<file path="config.mk">
export PLATFORM = sky130hd
export DESIGN_NAME = burst_mem_responder_flat
export DESIGN_NICKNAME = d
export VERILOG_FILES = /design/src/rtl/burst_mem_pkg.sv /design/src/rtl/burst_mem_if.sv /design/src/rtl/burst_mem_array.sv /design/src/rtl/burst_mem_responder.sv /design/src/flat_wrapper.sv
export SDC_FILE = /design/constraint.sdc
export NUM_CORES = 2
export LEC_CHECK = 0
export BUFFER_PORTS_ARGS = -buffer_cell sky130_fd_sc_hd__buf_2
export CORE_UTILIZATION = 38
export DETAILED_ROUTE_END_ITERATION = 10
export PLACE_DENSITY_LB_ADDON = 0.3
export RECOVER_POWER = 100
export SLEW_MARGIN = 25
export SYNTH_ARGS = -nofsm -noshare
export SYNTH_HDL_FRONTEND = slang
export SYNTH_HIERARCHICAL = 1
export SYNTH_SLANG_ARGS = --single-unit
</file>
<file path="constraint.sdc">
create_clock -name clk -period 6.6 [get_ports clk]
set_input_delay 0.99 -clock clk [delete_from_list [all_inputs] [get_ports clk]]
set_output_delay 0.99 -clock clk [all_outputs]
set_load 0.02 [all_outputs]
</file>
<file path="src/rtl/burst_mem_pkg.sv">
// Shared types and constants for the 4-beat burst memory responder.
// Optional bubble between beats 1 and 2: define BURST_MEM_STALL_EN.
package burst_mem_pkg;
  localparam int BEATS       = 4;
  localparam int BEAT_W      = 64;
  localparam int LINE_W      = 256;
  localparam int OFFSET_BITS = 5;

  typedef logic [1:0] beat_idx_t;

  typedef enum logic [1:0] {
    S_IDLE,
    S_WAIT,
    S_BEAT,
    S_RELEASE
  } state_t;
endpackage

</file>
<file path="src/rtl/burst_mem_if.sv">
// Initiator <-> memory burst bus.
// master = initiator side, slave = memory side.
interface burst_mem_if;
  import burst_mem_pkg::*;

  logic [31:0]       address_i;
  logic              read_i;
  logic              write_i;
  logic [BEAT_W-1:0] burst_i;
  logic [BEAT_W-1:0] burst_o;
  logic              resp_o;

  modport master (
    output address_i, read_i, write_i, burst_i,
    input  burst_o, resp_o
  );

  modport slave (
    input  address_i, read_i, write_i, burst_i,
    output burst_o, resp_o
  );
endinterface

</file>
<file path="src/rtl/burst_mem_array.sv">
// Line store: synchronous 256-bit read port, per-beat 64-bit write.
// Not reset, so it maps onto FPGA block RAM.
module burst_mem_array
  import burst_mem_pkg::*;
#(
  parameter int DEPTH_LINES = 16,
  parameter int IDX_W       = 4
) (
  input  logic              clk,
  input  logic [IDX_W-1:0]  i_idx,
  input  logic              i_we,
  input  beat_idx_t         i_wbeat,
  input  logic [BEAT_W-1:0] i_wdata,
  output logic [LINE_W-1:0] o_rdata
);

  logic [LINE_W-1:0] r_mem [DEPTH_LINES];
  logic [LINE_W-1:0] r_rdata;

  always_ff @(posedge clk) begin
    if (i_we)
      r_mem[i_idx][BEAT_W*i_wbeat +: BEAT_W] <= i_wdata;
    r_rdata <= r_mem[i_idx];
  end

  assign o_rdata = r_rdata;

endmodule

</file>
<file path="src/rtl/burst_mem_responder.sv">
// Burst memory responder: FSM, latency/beat counters, output regs.
// Define BURST_MEM_STALL_EN for a bubble between beats 1 and 2.
module burst_mem_responder
  import burst_mem_pkg::*;
#(
  parameter int LATENCY     = 3,
  parameter int DEPTH_LINES = 16
) (
  input  logic       clk,
  input  logic       reset_n,
  burst_mem_if.slave bus
);

  localparam int IDX_W =
    (DEPTH_LINES > 1) ? $clog2(DEPTH_LINES) : 1;

  state_t            r_state;
  state_t            w_state_nxt;
  logic [3:0]        r_lat;
  beat_idx_t         r_beat;
  beat_idx_t         w_beat_nxt;
  logic              r_bubble;
  logic              w_bub_nxt;
  logic              r_is_rd;
  logic [IDX_W-1:0]  r_idx;
  logic              r_resp;
  logic              w_resp_nxt;
  logic [BEAT_W-1:0] r_burst;
  logic [BEAT_W-1:0] w_burst_nxt;
  logic [LINE_W-1:0] w_rdata;
  logic              w_req;
  logic              w_cap;
  logic              w_last;
  logic              w_bub_go;
  logic              w_we;
  logic              w_unused;

  assign w_unused = ^bus.address_i;
  assign w_req    = bus.read_i | bus.write_i;
  assign w_cap    = (r_state == S_BEAT) && !r_bubble;
  assign w_last   = w_cap && (r_beat == 2'd3);
  assign w_we     = w_cap && !r_is_rd && reset_n;

`ifdef BURST_MEM_STALL_EN
  assign w_bub_go = w_cap && (r_beat == 2'd1);
`else
  assign w_bub_go = 1'b0;
`endif

  always_ff @(posedge clk) begin
    if (!reset_n) begin
      r_state  <= S_IDLE;
      r_lat    <= '0;
      r_beat   <= '0;
      r_bubble <= 1'b0;
      r_is_rd  <= 1'b0;
      r_idx    <= '0;
    end else begin
      r_state  <= w_state_nxt;
      r_beat   <= w_beat_nxt;
      r_bubble <= w_bub_nxt;
      if (r_state == S_IDLE && w_req) begin
        r_is_rd <= bus.read_i;
        r_idx   <= bus.address_i[OFFSET_BITS +: IDX_W];
        r_lat   <= LATENCY[3:0];
      end else if (r_state == S_WAIT && r_lat != 4'd0) begin
        r_lat   <= r_lat - 4'd1;
      end
    end
  end

  always_comb begin
    w_state_nxt = r_state;
    w_beat_nxt  = r_beat;
    w_bub_nxt   = 1'b0;
    unique case (r_state)
      S_IDLE: begin
        w_beat_nxt = '0;
        if (w_req) w_state_nxt = S_WAIT;
      end
      S_WAIT:
        if (r_lat == 4'd0) w_state_nxt = S_BEAT;
      S_BEAT: begin
        if (!r_bubble) w_beat_nxt = r_beat + 2'd1;
        w_bub_nxt = w_bub_go;
        if (w_last) w_state_nxt = S_RELEASE;
      end
      S_RELEASE:
        if (!w_req) w_state_nxt = S_IDLE;
      default: w_state_nxt = S_IDLE;
    endcase
  end

  // Outputs are computed from next-state and then registered.
  always_comb begin
    w_resp_nxt  = (w_state_nxt == S_BEAT) && !w_bub_nxt;
    w_burst_nxt = '0;
    unique case (1'b1)
      w_resp_nxt && r_is_rd:
        w_burst_nxt = w_rdata[BEAT_W*w_beat_nxt +: BEAT_W];
      w_bub_nxt:
        w_burst_nxt = r_burst;
      default:
        w_burst_nxt = '0;
    endcase
  end

  always_ff @(posedge clk) begin
    if (!reset_n) begin
      r_resp  <= 1'b0;
      r_burst <= '0;
    end else begin
      r_resp  <= w_resp_nxt;
      r_burst <= w_burst_nxt;
    end
  end

  assign bus.resp_o  = r_resp;
  assign bus.burst_o = r_burst;

  burst_mem_array #(
    .DEPTH_LINES (DEPTH_LINES),
    .IDX_W       (IDX_W)
  ) u_array (
    .clk     (clk),
    .i_idx   (r_idx),
    .i_we    (w_we),
    .i_wbeat (r_beat),
    .i_wdata (bus.burst_i),
    .o_rdata (w_rdata)
  );

endmodule

</file>
<file path="src/flat_wrapper.sv">
// flat-port wrapper written by rule: the top's interface ports become plain ports
module burst_mem_responder_flat import burst_mem_pkg::*;
#(
  parameter int LATENCY     = 3,
  parameter int DEPTH_LINES = 16
)
  (clk, reset_n, bus_address_i, bus_read_i, bus_write_i, bus_burst_i, bus_burst_o, bus_resp_o);
  burst_mem_if bus_i ();
  input  logic clk;
  input  logic reset_n;
  input wire logic [$bits(bus_i.address_i)-1:0] bus_address_i;
  input wire logic [$bits(bus_i.read_i)-1:0] bus_read_i;
  input wire logic [$bits(bus_i.write_i)-1:0] bus_write_i;
  input wire logic [$bits(bus_i.burst_i)-1:0] bus_burst_i;
  output wire logic [$bits(bus_i.burst_o)-1:0] bus_burst_o;
  output wire logic [$bits(bus_i.resp_o)-1:0] bus_resp_o;
  assign bus_i.address_i = bus_address_i;
  assign bus_i.read_i = bus_read_i;
  assign bus_i.write_i = bus_write_i;
  assign bus_i.burst_i = bus_burst_i;
  assign bus_burst_o = bus_i.burst_o;
  assign bus_resp_o = bus_i.resp_o;
  burst_mem_responder #(.LATENCY(LATENCY), .DEPTH_LINES(DEPTH_LINES)) u_core (.clk(clk), .reset_n(reset_n), .bus(bus_i));
endmodule
</file>
==> metrics.md <==
| Metric | Value |
|---|---|
| Result of the run | `finished with violations` |
| Violations in the final reports | `capacitance limit, slew limit` |
| Required time of the worst setup path | `7.27 ns` |
| Clk Tree Root Cell | `clkbuf_16` |
| Distinct cell type count of the synthesized netlist | `48` |
| Per-cell via count in the routed design | `5.73` |
| Number of violations of the max-capacitance limit | `82` |
| Routed len/inst | `33.6 µm` |
| Total via count after detailed routing | `79.4k` |
| Launch point of the worst hold path | `bus_address_i[6]` |
| Overall overflow remaining after global route | `0` |
| GRT Total Usage | `21.1%` |
| Vertical extent of the die | `659 µm` |
| Number of warnings printed during yosys synthesis | `6` |
| Final hold viol count | `0` |
| GP Congestion | `0.906` |
| Number of I/O port buffers | `136` |
| Metal3 WL | `40,800 µm` |
| Routed wire length | `466,000 µm` |
| Maximum number of pins on one net before global-route repair | `141` |
| Delay of the slowest cell on the worst path | `1.50 ns` |
| Vias in the first global route | `80.1k` |
| Cells traversed along the worst timing path | `inv_1 -> ha_1 -> nor3_1 -> clkbuf_1 -> and2_0` |
| Number of cells on the worst hold path | `3` |
| Setup slack of the worst register-to-register path | `1.37 ns` |
| Sinks on Clock Net | `4,430` |
| Class of the most critical hold timing path | `in2reg` |
| End of the worst register-to-register path | `u_core/u_array/r_mem[6][228]` |
| Reported leakage power | `49.3 nW` |
| Achievable clock frequency | `191 MHz` |
| Non-filler cells, final | `13.9k` |
| Transition time at the pin with the least slew margin | `3.66 ns` |
| Number of nets at the end of the flow | `7,790` |
| Hold-critical path endpoint | `u_core/r_idx[1]` |
| H-Tree Level Count | `5` |
| Final worst path period need | `5.23 ns` |
| Largest driver fanout on the critical path | `22` |
| Number of buffer and inverter instances along the worst setup path | `2` |
| Final period utilization | `79.3%` |
| Setup crit end kind | `register` |
| Highest routed metal layer | `met5` |
| Critical path startpoint category | `register` |
| Relative slew margins | `-144%` |
| Stages on worst setup path | `5` |
| Initial antenna violation count | `88` |
| Setup repair after global routing missed its margin | `false` |
| Flip-flop and latch count after synthesis | `4,430` |
| Number of clock buffers inserted by TritonCTS | `430` |
| Worst-Skew Late Latency | `1.01 ns` |
| Fraction of layout instances using a drive strength above 1 | `24.3%` |
| Slowest cell on the critical path | `clkbuf_1` |
| Number of setup violations in the final report | `0` |
| Global-route wire length before repair | `642,000 µm` |
| Area growth, synth to finish | `13.5%` |
| Number of cells on the worst reg-to-reg path | `5` |
| Area occupied by multi-input gates | `32,300 µm²` |
| Number of placed instances, taps included | `12.9k` |
| Count of standard-cell rows | `240` |
| Number of hold buffers added after cts | `0` |
| Total iterations of the first detailed-routing run | `5` |
| Clock-pin slew of the registers on the worst-case setup and hold paths | `0.06 ns` |
| Signal arrival time at the worst endpoint | `5.90 ns` |
| Bufs on Longest Clock Path | `4` |
| Syn_nets | `7,431` |
| Category of the critical setup timing path | `reg2reg` |
| Fillers | `36.1k` |
| Cell family with the largest share of critical-path delay | `simple AND/OR/NAND/NOR gates` |
| Initial standard-cell utilization of the core | `38.3%` |
| Area of the mapped netlist | `164,000 µm²` |
| Areal power density over the cells | `338 nW/µm²` |
| Clock Skews | `0.0705 ns` |
| Metal1 wirelength | `181,000 µm` |
| Max IR drop VDD | `0.238 mV` |
| Gates resized, CTS repair | `0` |
| Ys flop type | `edfxtp_1` |
| Post-CTS setup-driven buffer insertion count | `0` |
| Count of unresolved DRC violations after routing | `0` |
| Sequential-to-total area share from yosys stat | `79.1%` |
| DIE WIDTH | `659 µm` |
| Area of the die | `434,000 µm²` |
| Average instance area after synthesis | `22.4 µm²` |
| Startpoint of the most critical register-to-register path | `u_core/r_beat[1]` |
| Placed instance area | `173,000 µm²` |
| I/O pin total | `165` |
| Clock tree from TritonCTS | `yes` |
| Routed met2 length | `222,000 µm` |
| Count of routing violations after the opening detailed-route iteration | `9,495` |
| Placeable core region | `429,000 µm²` |
| Number of instances in the synthesized netlist | `7,324` |
| Source of the critical timing path | `u_core/r_beat[1]` |
| Total Neg Setup Slack | `0 ns` |
| Number of synthesized flops with an enable pin | `4,096` |
| Post-synth ARST share | `0%` |
| Final-layout worst hold slack | `0.303 ns` |
| Estimated wirelength of the detail-placed design | `258,000 µm` |
| Number of max-slew violations in the final report | `2,043` |
| Sequential cell area | `130,000 µm²` |
| Final instance area | `186,000 µm²` |
| Antenna Nets Post-Route | `0` |
-- power breakdown --
part | leakage, nW | internal [W] | switching (W) | total [W]
logic | 8.38 | 0.00198 | 0.00415 | 0.00613
clock network | 6.91 | 0.0139 | 0.0105 | 0.0244
registers | 34.0 | 0.0315 | 0.000884 | 0.0324
total | 49.3 | 0.0474 | 0.0155 | 0.0629
-- worst max path at each step --
stage / slack, ns / end
after floorplan: 1.60 / u_core/u_array/r_mem[11][128]
after global placement: 2.23 / u_core/u_array/r_mem[14][201]
after detailed placement: 2.25 / u_core/u_array/r_mem[14][239]
after CTS: 2.63 / u_core/u_array/o_rdata[46]
after global routing: 1.24 / u_core/u_array/r_mem[4][92]
final: 1.37 / u_core/u_array/r_mem[6][228]
-- state kept, by name, indices dropped and copies added (netlist names) --
| signal | flops |
|---|---|
| u_core/r_idx | 4 |
| u_core/u_array/r_mem | 4096 |
| u_core/r_lat | 4 |
| u_core/r_beat | 2 |
| u_core/r_is_rd | 1 |
| u_core/bus.resp_o | 1 |
| u_core/r_state | 2 |
| u_core/bus.burst_o | 64 |
| u_core/u_array/o_rdata | 256 |
-- metal layers --
metal,track usage [%],vias to the layer above
li1,-,31600
met1,28.4,43300
met2,33.9,3779
met3,3.78,683
met4,9.27,16
met5,0,-
-- synthesized netlist by cell type, types with 5 or more instances --
master       n  share of area (%)
buf_1       24              0.055
nand3_1     11              0.034
o21ai_0     63               0.19
dfxtp_1    334                4.1
nor3_1       6              0.018
o22ai_1     64               0.24
nand2b_1     5              0.019
edfxtp_1  4096                 75
buf_6       36               0.25
nand2_1    327               0.75
nor2_1      73               0.17
buf_2      122               0.37
and2_1     258               0.98
clkbuf_1   217               0.50
a22oi_1    513                2.3
buf_4       19              0.087
inv_1        5              0.011
ha_1         7              0.053
a211oi_2    59               0.45
mux4_2    1024                 14
nor2b_1     16              0.061
-- layout by cell type (no fill, tap or decap), types with 7 or more instances in the layout --
cell and n:
a211oi_1 28, a211oi_2 35, a22oi_1 513, and2_0 256, buf_12 62, buf_2 71, buf_4 69, bufinv_16 27
clkbuf_1 246, clkbuf_16 437, clkbuf_2 17, clkbuf_8 53, clkinv_1 53, clkinv_2 82, clkinvlp_4 8, dfxtp_1 333
diode_2 101, edfxtp_1 4096, ha_1 7, inv_6 7, mux4_2 1024, nand2_1 326, nand3_1 11, nor2_1 51
nor2_4 22, nor2b_1 14, o21ai_0 66, o22ai_1 58
-- per-stage QoR --
stage / util [%] / setup WS, ns / total power [W]
after floorplan: - / 1.60 / 0.0359
after global placement: 40.3 / 2.23 / 0.0390
after detailed placement: 40.3 / 2.25 / 0.0390
after CTS: 43.6 / 2.63 / 0.0632
after global routing: 43.4 / 1.24 / 0.0645
final: 43.5 / 1.37 / 0.0629
-- kinds of logic after synthesis --
group                      after synthesis  share of synthesized area (%)
DFF                                   4430                           79.1
muxes                                 1029                           14.1
AOI/OAI and AO/OA                      718                           3.35
and+or+nand+nor                        714                           2.13
buffers and inverters                  423                           1.27
adders and majority gates                7                         0.0534
xor gates and xnor gates                 3                         0.0160
-- layout make-up --
class,count,area share (%)
diodes,101,0.136
clock buffers,613,6.51
clock inverters,199,1.06
inverters,5,0.0101
multi-input cells,2471,17.3
flip-flops and latches,4430,69.6
well taps,5687,3.82
repair buffers,345,1.46
-- worst register-to-register path, stage by stage (launching register included) --
cell,delay (ns)
dfxtp_1,0.58
inv_1,0.17
ha_1,0.46
nor3_1,1.42
clkbuf_1,1.51
and2_0,0.79
(Power assumes the default switching activity.)
